==> src/rtl/vc_buffer_pkg.sv <==
// vc_buffer_pkg: shared helpers for the virtual-channel input buffer.
//   clog2      - constant ceiling log2, used to size pointers and counts
//   vc_count_t - wide container for a channel occupancy count, used for
//                threshold compares that are independent of the counter width
//   vc_base    - first storage address of a channel (v * depth)
package vc_buffer_pkg;

  localparam int CNT_W_MAX = 16;

  typedef logic [CNT_W_MAX-1:0] vc_count_t;

  function automatic int clog2(input int value);
    int r;
    r = 32'sd0;
    for (int i = 0; i < 31; i++) begin
      if ((32'sd1 << i) < value) begin
        r = i + 32'sd1;
      end
    end
    return r;
  endfunction

  function automatic int vc_base(input int v, input int depth);
    return v * depth;
  endfunction

endpackage

==> src/rtl/vc_fifo_ctrl.sv <==
// vc_fifo_ctrl: pointer/count/flag state for one virtual channel.
// The caller presents only accepted operations, so wr_en never arrives
// while full and rd_en never arrives while empty.
//   clk, rst     - clock, synchronous active-high reset
//   wr_en, rd_en - accepted write / accepted pop this cycle
//   head, tail   - slot of the oldest entry / next free slot
//   count        - occupancy 0..vc_depth
//   full, empty, almost_full - registered flags matching count
module vc_fifo_ctrl
  import vc_buffer_pkg::*;
#(
  parameter int vc_depth     = 8,
  parameter int afull_thresh = 6,
  parameter int pw           = 3,
  parameter int cw           = 4
) (
  input  logic          clk,
  input  logic          rst,
  input  logic          wr_en,
  input  logic          rd_en,
  output logic [pw-1:0] head,
  output logic [pw-1:0] tail,
  output logic [cw-1:0] count,
  output logic          full,
  output logic          empty,
  output logic          almost_full
);

  logic [pw-1:0] r_head, r_tail;
  logic [cw-1:0] r_count;
  logic          r_full, r_empty, r_afull;
  logic [pw-1:0] w_head_nxt, w_tail_nxt;
  logic [cw-1:0] w_count_nxt;

  // Next pointers (wrap at vc_depth-1, which need not be a power of two) and count.
  always_comb begin
    w_head_nxt  = r_head;
    w_tail_nxt  = r_tail;
    w_count_nxt = r_count;
    if (rd_en) begin
      if (r_head == pw'(vc_depth - 1)) begin
        w_head_nxt = {pw{1'b0}};
      end else begin
        w_head_nxt = r_head + {{(pw-1){1'b0}}, 1'b1};
      end
    end else begin
      w_head_nxt = r_head;
    end
    if (wr_en) begin
      if (r_tail == pw'(vc_depth - 1)) begin
        w_tail_nxt = {pw{1'b0}};
      end else begin
        w_tail_nxt = r_tail + {{(pw-1){1'b0}}, 1'b1};
      end
    end else begin
      w_tail_nxt = r_tail;
    end
    case ({wr_en, rd_en})
      2'b10:   w_count_nxt = r_count + {{(cw-1){1'b0}}, 1'b1};
      2'b01:   w_count_nxt = r_count - {{(cw-1){1'b0}}, 1'b1};
      default: w_count_nxt = r_count;
    endcase
  end

  // State registers; flags are derived from the next count so they stay in step with it.
  always_ff @(posedge clk) begin
    if (rst) begin
      r_head  <= {pw{1'b0}};
      r_tail  <= {pw{1'b0}};
      r_count <= {cw{1'b0}};
      r_full  <= 1'b0;
      r_empty <= 1'b1;
      r_afull <= 1'b0;
    end else begin
      r_head  <= w_head_nxt;
      r_tail  <= w_tail_nxt;
      r_count <= w_count_nxt;
      r_full  <= (w_count_nxt == cw'(vc_depth));
      r_empty <= (w_count_nxt == {cw{1'b0}});
      r_afull <= (vc_count_t'(w_count_nxt) >= vc_count_t'(afull_thresh));
    end
  end

  assign head        = r_head;
  assign tail        = r_tail;
  assign count       = r_count;
  assign full        = r_full;
  assign empty       = r_empty;
  assign almost_full = r_afull;

endmodule

==> src/rtl/vc_buffer.sv <==
// vc_buffer: one storage array split into num_vc independent show-ahead FIFOs.
//   clk, rst        - clock, synchronous active-high reset
//   in, in_vc       - write data and target channel, qualified by produce
//   consume, rd_vc  - pop request; rd_vc also selects which head drives out
//   out             - head of rd_vc, 0 when that channel is empty
//   full/empty/almost_full - per-channel flags; usedw - per-channel counts
//   overflow/underflow     - sticky error flags, cleared only by rst
module vc_buffer
  import vc_buffer_pkg::*;
#(
  parameter int  num_vc       = 4,
  parameter int  vc_depth     = 8,
  parameter int  buffer_width = 64,
  parameter int  afull_thresh = 6,
  localparam int vcw = (clog2(num_vc) < 1) ? 1 : clog2(num_vc),
  localparam int pw  = (clog2(vc_depth) < 1) ? 1 : clog2(vc_depth),
  localparam int cw  = clog2(vc_depth + 1)
) (
  input  logic                    clk,
  input  logic                    rst,
  input  logic [buffer_width-1:0] in,
  input  logic [vcw-1:0]          in_vc,
  input  logic                    produce,
  input  logic                    consume,
  input  logic [vcw-1:0]          rd_vc,
  output logic [buffer_width-1:0] out,
  output logic [num_vc-1:0]       full,
  output logic [num_vc-1:0]       empty,
  output logic [num_vc-1:0]       almost_full,
  output logic [num_vc*cw-1:0]    usedw,
  output logic                    overflow,
  output logic                    underflow
);

  localparam int depth_total = num_vc * vc_depth;
  localparam int aw          = (clog2(depth_total) < 1) ? 1 : clog2(depth_total);

  logic [buffer_width-1:0] r_mem [depth_total];
  logic                    r_overflow, r_underflow;

  logic [pw-1:0]           w_head  [num_vc];
  logic [pw-1:0]           w_tail  [num_vc];
  logic [cw-1:0]           w_count [num_vc];
  logic [num_vc-1:0]       w_full, w_empty, w_afull;
  logic [num_vc-1:0]       w_wr_en, w_rd_en;
  logic [aw-1:0]           w_wr_addr, w_rd_addr;
  logic                    w_wr_bad, w_rd_bad, w_rd_has;
  logic                    w_in_ok, w_rd_ok;
  logic [buffer_width-1:0] w_out;

  // Channel tags beyond num_vc are only possible when num_vc is not a power of two.
  assign w_in_ok = (int'(in_vc) < num_vc);
  assign w_rd_ok = (int'(rd_vc) < num_vc);

  // Write/pop decode against registered flags; a full channel drops the write even if popped now.
  always_comb begin
    w_wr_en   = {num_vc{1'b0}};
    w_rd_en   = {num_vc{1'b0}};
    w_wr_addr = {aw{1'b0}};
    w_rd_addr = {aw{1'b0}};
    w_wr_bad  = 1'b0;
    w_rd_bad  = 1'b0;
    w_rd_has  = 1'b0;
    if (w_in_ok) begin
      w_wr_addr = aw'(vc_base(int'(in_vc), vc_depth) + int'(w_tail[in_vc]));
      if (produce && !w_full[in_vc]) begin
        w_wr_en[in_vc] = 1'b1;
      end else begin
        w_wr_bad = produce;
      end
    end else begin
      w_wr_bad = produce;
    end
    if (w_rd_ok) begin
      w_rd_addr = aw'(vc_base(int'(rd_vc), vc_depth) + int'(w_head[rd_vc]));
      w_rd_has  = !w_empty[rd_vc];
      if (consume && !w_empty[rd_vc]) begin
        w_rd_en[rd_vc] = 1'b1;
      end else begin
        w_rd_bad = consume;
      end
    end else begin
      w_rd_bad = consume;
    end
  end

  genvar v;
  generate
    for (v = 0; v < num_vc; v++) begin : g_vc
      vc_fifo_ctrl #(
        .vc_depth    (vc_depth),
        .afull_thresh(afull_thresh),
        .pw          (pw),
        .cw          (cw)
      ) u_ctrl (
        .clk        (clk),
        .rst        (rst),
        .wr_en      (w_wr_en[v]),
        .rd_en      (w_rd_en[v]),
        .head       (w_head[v]),
        .tail       (w_tail[v]),
        .count      (w_count[v]),
        .full       (w_full[v]),
        .empty      (w_empty[v]),
        .almost_full(w_afull[v])
      );
      assign usedw[v*cw +: cw] = w_count[v];
    end
  endgenerate

  // Shared storage, single write port; contents are deliberately not reset.
  always_ff @(posedge clk) begin
    if (|w_wr_en) begin
      r_mem[w_wr_addr] <= in;
    end
  end

  // Show-ahead read, zero-gated so an empty channel never exposes stale data.
  always_comb begin
    w_out = {buffer_width{1'b0}};
    if (w_rd_has) begin
      w_out = r_mem[w_rd_addr];
    end else begin
      w_out = {buffer_width{1'b0}};
    end
  end

  // Sticky error flags.
  always_ff @(posedge clk) begin
    if (rst) begin
      r_overflow  <= 1'b0;
      r_underflow <= 1'b0;
    end else begin
      r_overflow  <= r_overflow | w_wr_bad;
      r_underflow <= r_underflow | w_rd_bad;
    end
  end

  assign out         = w_out;
  assign full        = w_full;
  assign empty       = w_empty;
  assign almost_full = w_afull;
  assign overflow    = r_overflow;
  assign underflow   = r_underflow;

endmodule
==> config.mk <==
export PLATFORM = sky130hd
export DESIGN_NAME = vc_buffer
export DESIGN_NICKNAME = d
export VERILOG_FILES = /design/src/rtl/vc_buffer_pkg.sv /design/src/rtl/vc_fifo_ctrl.sv /design/src/rtl/vc_buffer.sv
export SDC_FILE = /design/constraint.sdc
export NUM_CORES = 2
export LEC_CHECK = 0
export CORE_MARGIN = 5
export CORE_UTILIZATION = 40
export DETAILED_ROUTE_END_ITERATION = 8
export HOLD_SLACK_MARGIN = 0.1
export PLACE_DENSITY = 0.56
export SETUP_SLACK_MARGIN = 0.05
export SLEW_MARGIN = 25
export SYNTH_ARGS = -nofsm -noshare
export SYNTH_HDL_FRONTEND = slang
export SYNTH_SLANG_ARGS = --single-unit
==> constraint.sdc <==
create_clock -name clk -period 9.3 [get_ports clk]
set_input_delay 0.93 -clock clk [delete_from_list [all_inputs] [get_ports clk]]
set_output_delay 0.93 -clock clk [all_outputs]
set_load 0.01 [all_outputs]
## Word-level counts from Yosys, hierarchy flattened

Memories as Yosys holds them, arrays and structs flattened.
Cells that the tools add are included.

| word-level totals | value |
|---|---|
| register bits | 54 |
| RAM bits | 2,048 |
| bits of input ports | 72 |
| logic and storage cells | 123 |
| memories | 1 |

Memories:

| memory | depth | width | read ports | clocked after memory_dff | wr ports | line | text |
|---|---|---|---|---|---|---|---|
| r_mem | 32 | 64 | 1 | 0 | 1 | vc_buffer.sv:38 | `logic [buffer_width-1:0] r_mem [depth_total];` |

| cells by class | value |
|---|---|
| $add $sub $neg | 18 |
| order comparisons | 10 |
| equal/unequal tests | 20 |
| mux-type cells | 33 |
| bitwise logic cells | 4 |
| reduce and logical (&&, ||, !) cells | 11 |

Operators with widths:

| kind | number |
|---|---|
| $mux 64 | 1 |
| $mux 3 | 12 |
| $pmux 4 s2 | 4 |
| $add 3x1->3 const B | 8 |
| $eq 3x3->1 const B | 8 |
| $add 4x1->4 const B | 4 |
| $eq 4x4->1 const B | 4 |
| $ge 4x3->1 const B | 4 |
| $logic_not 4->1 | 4 |
| $sub 4x1->4 const B | 4 |
| $bmux 3 s2 | 2 |
| $add 5x3->5 | 2 |
| $eq 2x1->1 const B | 4 |
| $eq 2x2->1 const B | 4 |
| $mux 1 | 8 |
| $mux 4 | 2 |
| $ge 3x3->1 const B | 2 |
| $lt 2x3->1 const B | 2 |
| $not 2->3 | 2 |
| $bmux 1 s2 | 2 |
| $demux 1 s2 | 2 |
| $ge 2x1->1 const B | 2 |
| $logic_and 1x1->1 | 4 |
| $reduce_or 4->1 | 1 |
| other kinds (2) | 4 |

## Longest topological paths before layout

| logic depth | value |
|---|---|
| depth in word-level cells | 8 |
| depth in mapped cells | 13 |
| mapped depth without buffers | 10 |

## Modules after synthesis

Synthesis repeated with hierarchy kept, for this count alone.

| unflattened totals | value |
|---|---|
| cells, all modules | 5,497 |
| area, all modules | 83,268.6 um^2 |

Modules (own cells, without submodules):

| module | instances | cells an instance | area each (um^2) | seq. area each (um^2) |
|---|---|---|---|---|
| vc_buffer | 1 | 5,233 | 80,761.2 | 61,539.0 |
| vc_fifo_ctrl | 4 | 66 | 626.9 | 260.2 |

## Worst setup path after synthesis

Ideal clock, no wire load.

| timing path | value |
|---|---|
| kind | input-to-reg |
| start point | input port in_vc[0] |
| end point | memory r_mem[25][0], enable pin |
| data arrival time | 6,571 ps |
| required time | 8,735 ps |
| path slack | 2,164 ps |
| stages on the path | 5 |
| cell sequence | clkbuf_1 -> mux4_2 -> nand2b_1 -> nand2b_1 -> nor3_1 |

| on the way | value |
|---|---|
| longest elaborated chain between the ends | 8 |
| elaborated cells between the ends (all ways) | 18 |

RTL lines:

| element | line | text |
|---|---|---|
| from (decl) | vc_buffer.sv:22 | `input logic [vcw-1:0] in_vc,` |
| $lt 2x3->1 (not written as such) (tied with other cells) | vc_buffer.sv:67 | `w_wr_en[in_vc] = 1'b1;` |
| $logic_and 1x1->1 (not written as such) or $mux 1 (tied branches) | vc_buffer.sv:67, vc_buffer.sv:66 |  |
| $mux 1 (not written as such) or $logic_not 1->1 (tied branches) | vc_buffer.sv:67, vc_buffer.sv:66 |  |
| $demux 1 s2 or $logic_and 1x1->1 (tied branches) | vc_buffer.sv:67, vc_buffer.sv:66 |  |
| $mux 4 | vc_buffer.sv:66 | `if (produce && !w_full[in_vc]) begin` |
| $reduce_or 4->1 | vc_buffer.sv:113 | `if (\|w_wr_en) begin` |
| $mux 1 | vc_buffer.sv:113 |  |
| $mux 1 (not written as such) | vc_buffer.sv:114 | `r_mem[w_wr_addr] <= in;` |
| to (decl) | vc_buffer.sv:38 |  |

Several ways; a longest one is shown, not always the timed one. The select of a mux whose other input is x is not followed.

## Worst setup path in the final report

| timing path | value |
|---|---|
| start point | input port rd_vc[1] |
| end point | output port out[29] |

| on the way | value |
|---|---|
| longest elaborated chain between the ends | 7 |
| elaborated cells between the ends (all ways) | 9 |

RTL lines:

| element | line | text |
|---|---|---|
| from (decl) | vc_buffer.sv:25 | `input logic [vcw-1:0] rd_vc,` |
| $not 2->3 (not written as such) | vc_buffer.sv:75 | `w_rd_addr = aw'(vc_base(int'(rd_vc), vc_depth) + int'(w_head[rd_vc]));` |
| $bmux 3 s2 | vc_buffer.sv:75 |  |
| $mux 3 (not written as such) (2 in series) | vc_buffer.sv:75 |  |
| $add 5x3->5 | vc_buffer.sv:75 |  |
| $mem_v2 32x64 | -- |  |
| $mux 64 * | vc_buffer.sv:121 | `if (w_rd_has) begin` |
| to (decl) | vc_buffer.sv:26 | `output logic [buffer_width-1:0] out,` |

Mark *: on every way between the ends. The rest lies on a longest branch, timed or not. The select of a mux whose other input is x is not followed.

==> out/qor.csv <==
metric,value,unit
final_common_cell,edfxtp_1,
fmax,0.1615,GHz
status,finished clean,
routed_wl,218100,um
num_rows,166,
endpoint,out[29],
mostFrequentLayoutCells,"2,048 x edfxtp_1, 1,175 x nand2_1, 333 x mux2i_1",
period_share,66.57,%
portBuffers,165,
design_area,93470,sq um
fillers,17880,
avgRoutedWirePerCell,25.41,um
synth.avg_cell_area,14.75,sq um
coreArea,204800,sq um
synthToLayoutAreaGrowth,13.35,%
grt_max_degree,170,
power_density,203.7,nW/um^2
power.leakage,29.81,nW
max_slew.worst_pin.slew,1111,ps
clock_latency,840,ps
drt-vias-per-instance,5.575,
ff2ff_setup_slack,5580,ps
cp-startpoint,rd_vc[1],
fin_skew,38.01,ps
cp-start-kind,input port,
grt_pass1_vias,46890,
r2r_cells,6,
ctsResizeCount,0,
synth_cells,5591,
grtUsageTotal,19.76,%
setup_viol,0,
grt-ovfl-total,0,
die_area,215300,sq um
finalHoldViolCount,0,
cts_hold_buf,0,
antenna_found_initial,17,
tritoncts,yes,
min_period,6191,ps
synth_edf_count,2048,
end_kind,primary output,
cts-buffers-inserted,212,
drt_iter0_markers,4512,
final_nets,5813,
clockBufferDepth,3,
place_congestion,0.7470,
final-seq-area,62580,sq um
layout_setup_ws,3109,ps
root_buffer,clkbuf_16,
rsz0062_at_grt,no,
r2r_start,g_vc[2].u_ctrl.full$_SDFF_PP0_,
dp_slack,3099,ps
relSlewSlack,25.95,%
ant_nets,0,
die_w,464.0,um
path_max_fanout,101,
start_util,40.26,%
path_clk_slew,60,ps
drive_above_1_share,8.827,%
critical_path_arrival,5260,ps
yosysWarningCount,0,
place_hpwl,114100,um
drc_errors,0,
grt_pass1_wl,318500,um
ctsHtreeMaxLevel,4,
num_io_pins,166,
synth.distinct_cells,58,
min_path_type,flip-flop to flip-flop,
r2r-end,r_mem[28][63]$_DFFE_PP_,
postCtsSetupRepairBufs,0,
ys_seq_elements,2102,
worstSetupPathType,input port to primary output,
synthFlopType,edfxtp_1,
drv_cap,0,
setup_tns,0,ps
crit_required,8370,ps
vias,47860,
multi_input_area,18570,sq um
first_pass_iters,5,
ys_seq_area_share,75.90,%
ys_async_sr_fraction,0,%
die_y,464.0,um
syn_nets,5687,
synthesis.area,82460,sq um
irDropWorstVdd,0.1923,mV
slew_violations,0,
placed_cell_area,87260,sq um
cts.sinks,2102,
[logic make-up (layout without fill, tap and decap cells)]
kind of cell	Yosys count	after routing	share of synthesized area, %
muxes	355	355	4.455
AOI/OAI and AO/OA	751	751	6.451
and+or+nand+nor	1950	1950	10.53
DFF	2102	2102	75.90
adders and majority gates	24	24	0.3642
other	0	5	0
buffers and inverters	388	688	2.079
xor gates and xnor gates	21	21	0.2231
[worst max-delay path: stages]
cell and delay (ps):
buf_2 70, buf_4 390, mux2_8 880, buf_4 820, nand2_1 130, a32oi_1 240
nand4_1 120, a211o_1 270, nor3_1 530, clkdlybuf4s50_1 670
[per-layer routing]
layer,up-vias,routed length (um),GRT usage [%]
met5,-,56,0
met4,10,4936,5.176
met3,315,14420,3.635
met2,1602,102700,32.09
met1,24400,95960,27.54
li1,21530,-,-
[per-stage QoR]
stage                     instances  hold WS (ps)  util (%)  power [mW]
after floorplan                5591         449.9         -       10.91
after global placement         8190         455.0     42.62       11.27
after detailed placement       8191         459.2     42.61       11.28
after CTS                      8579         483.6     45.75       19.26
after global routing           8581         502.0     45.64       19.67
final                          8584         481.1     45.64       19.04
[power by group]
part / total, mW / switching (mW) / internal, mW
Combinational: 0.588 / 0.423 / 0.165
Sequential: 10.5 / 0.0172 / 10.4
Clock: 7.99 / 3.53 / 4.46
Total: 19.0 / 3.97 / 15.1
[registers in the layout, indices dropped and copies added, names as in the netlist]
name,count
g_vc.u_ctrl.tail,12
overflow,1
g_vc.u_ctrl.empty,4
underflow,1
g_vc.u_ctrl.head,12
r_mem,2048
g_vc.u_ctrl.almost_full,4
g_vc.u_ctrl.count,16
g_vc.u_ctrl.full,4
[cells in the mapped netlist (2+ instances only)]
master	number	area share [%]
a31o_2	2	0.021
nand3_1	319	1.9
o311ai_1	2	0.021
a221oi_1	64	0.68
buf_1	35	0.16
or3b_2	5	0.053
inv_2	2	0.0091
nor2b_1	131	0.99
inv_1	13	0.059
a32oi_1	62	0.66
xor2_1	7	0.074
nand3b_1	3	0.027
o21ai_0	5	0.030
and2_1	63	0.48
buf_2	98	0.59
xnor2_1	14	0.15
and4b_1	3	0.036
nand4bb_1	2	0.027
nor2_1	75	0.34
buf_6	3	0.041
mux4_2	8	0.22
nand2_1	1175	5.3
a31o_1	2	0.021
nor4b_1	2	0.021
or3_1	2	0.015
and3_1	7	0.053
a31oi_1	191	1.4
a211o_1	62	0.66
nor4b_2	3	0.055
ha_1	24	0.36
nand2b_1	9	0.068
mux2i_1	335	4.1
edfxtp_1	2048	75
dfxtp_1	54	1.3
buf_4	30	0.27
nand4_1	65	0.49
mux2_2	10	0.14
a21oi_1	93	0.56
clkbuf_1	206	0.94
nor3_1	76	0.46
o22ai_1	70	0.53
and3b_1	2	0.021
mux2i_2	2	0.033
nor4bb_1	2	0.024
a211oi_1	192	1.7
[how the worst min path moves through the flow]
stage | start | end | slack [ps] | cells past startpoint
floorplan | g_vc[3].u_ctrl.tail[1]$_SDFFE_PP0P_ | g_vc[3].u_ctrl.tail[1]$_SDFFE_PP0P_ | 450 | 2
global placement | overflow$_SDFF_PP0_ | overflow$_SDFF_PP0_ | 450 | 2
detailed placement | overflow$_SDFF_PP0_ | overflow$_SDFF_PP0_ | 460 | 2
CTS | g_vc[3].u_ctrl.tail[1]$_SDFFE_PP0P_ | g_vc[3].u_ctrl.tail[1]$_SDFFE_PP0P_ | 480 | 2
global route | g_vc[3].u_ctrl.tail[1]$_SDFFE_PP0P_ | g_vc[3].u_ctrl.tail[1]$_SDFFE_PP0P_ | 500 | 2
finish | overflow$_SDFF_PP0_ | overflow$_SDFF_PP0_ | 480 | 2
[layout make-up]
type	instances	area share, %
clock buffer	283	6.017
multi-input combinational	3101	19.87
clock inverter	105	0.8742
sequential	2102	66.95
antenna	5	0.01339
inverter	16	0.06426
timing repair buffer	284	2.605
tap	2688	3.598
(Power assumes the default switching activity.)
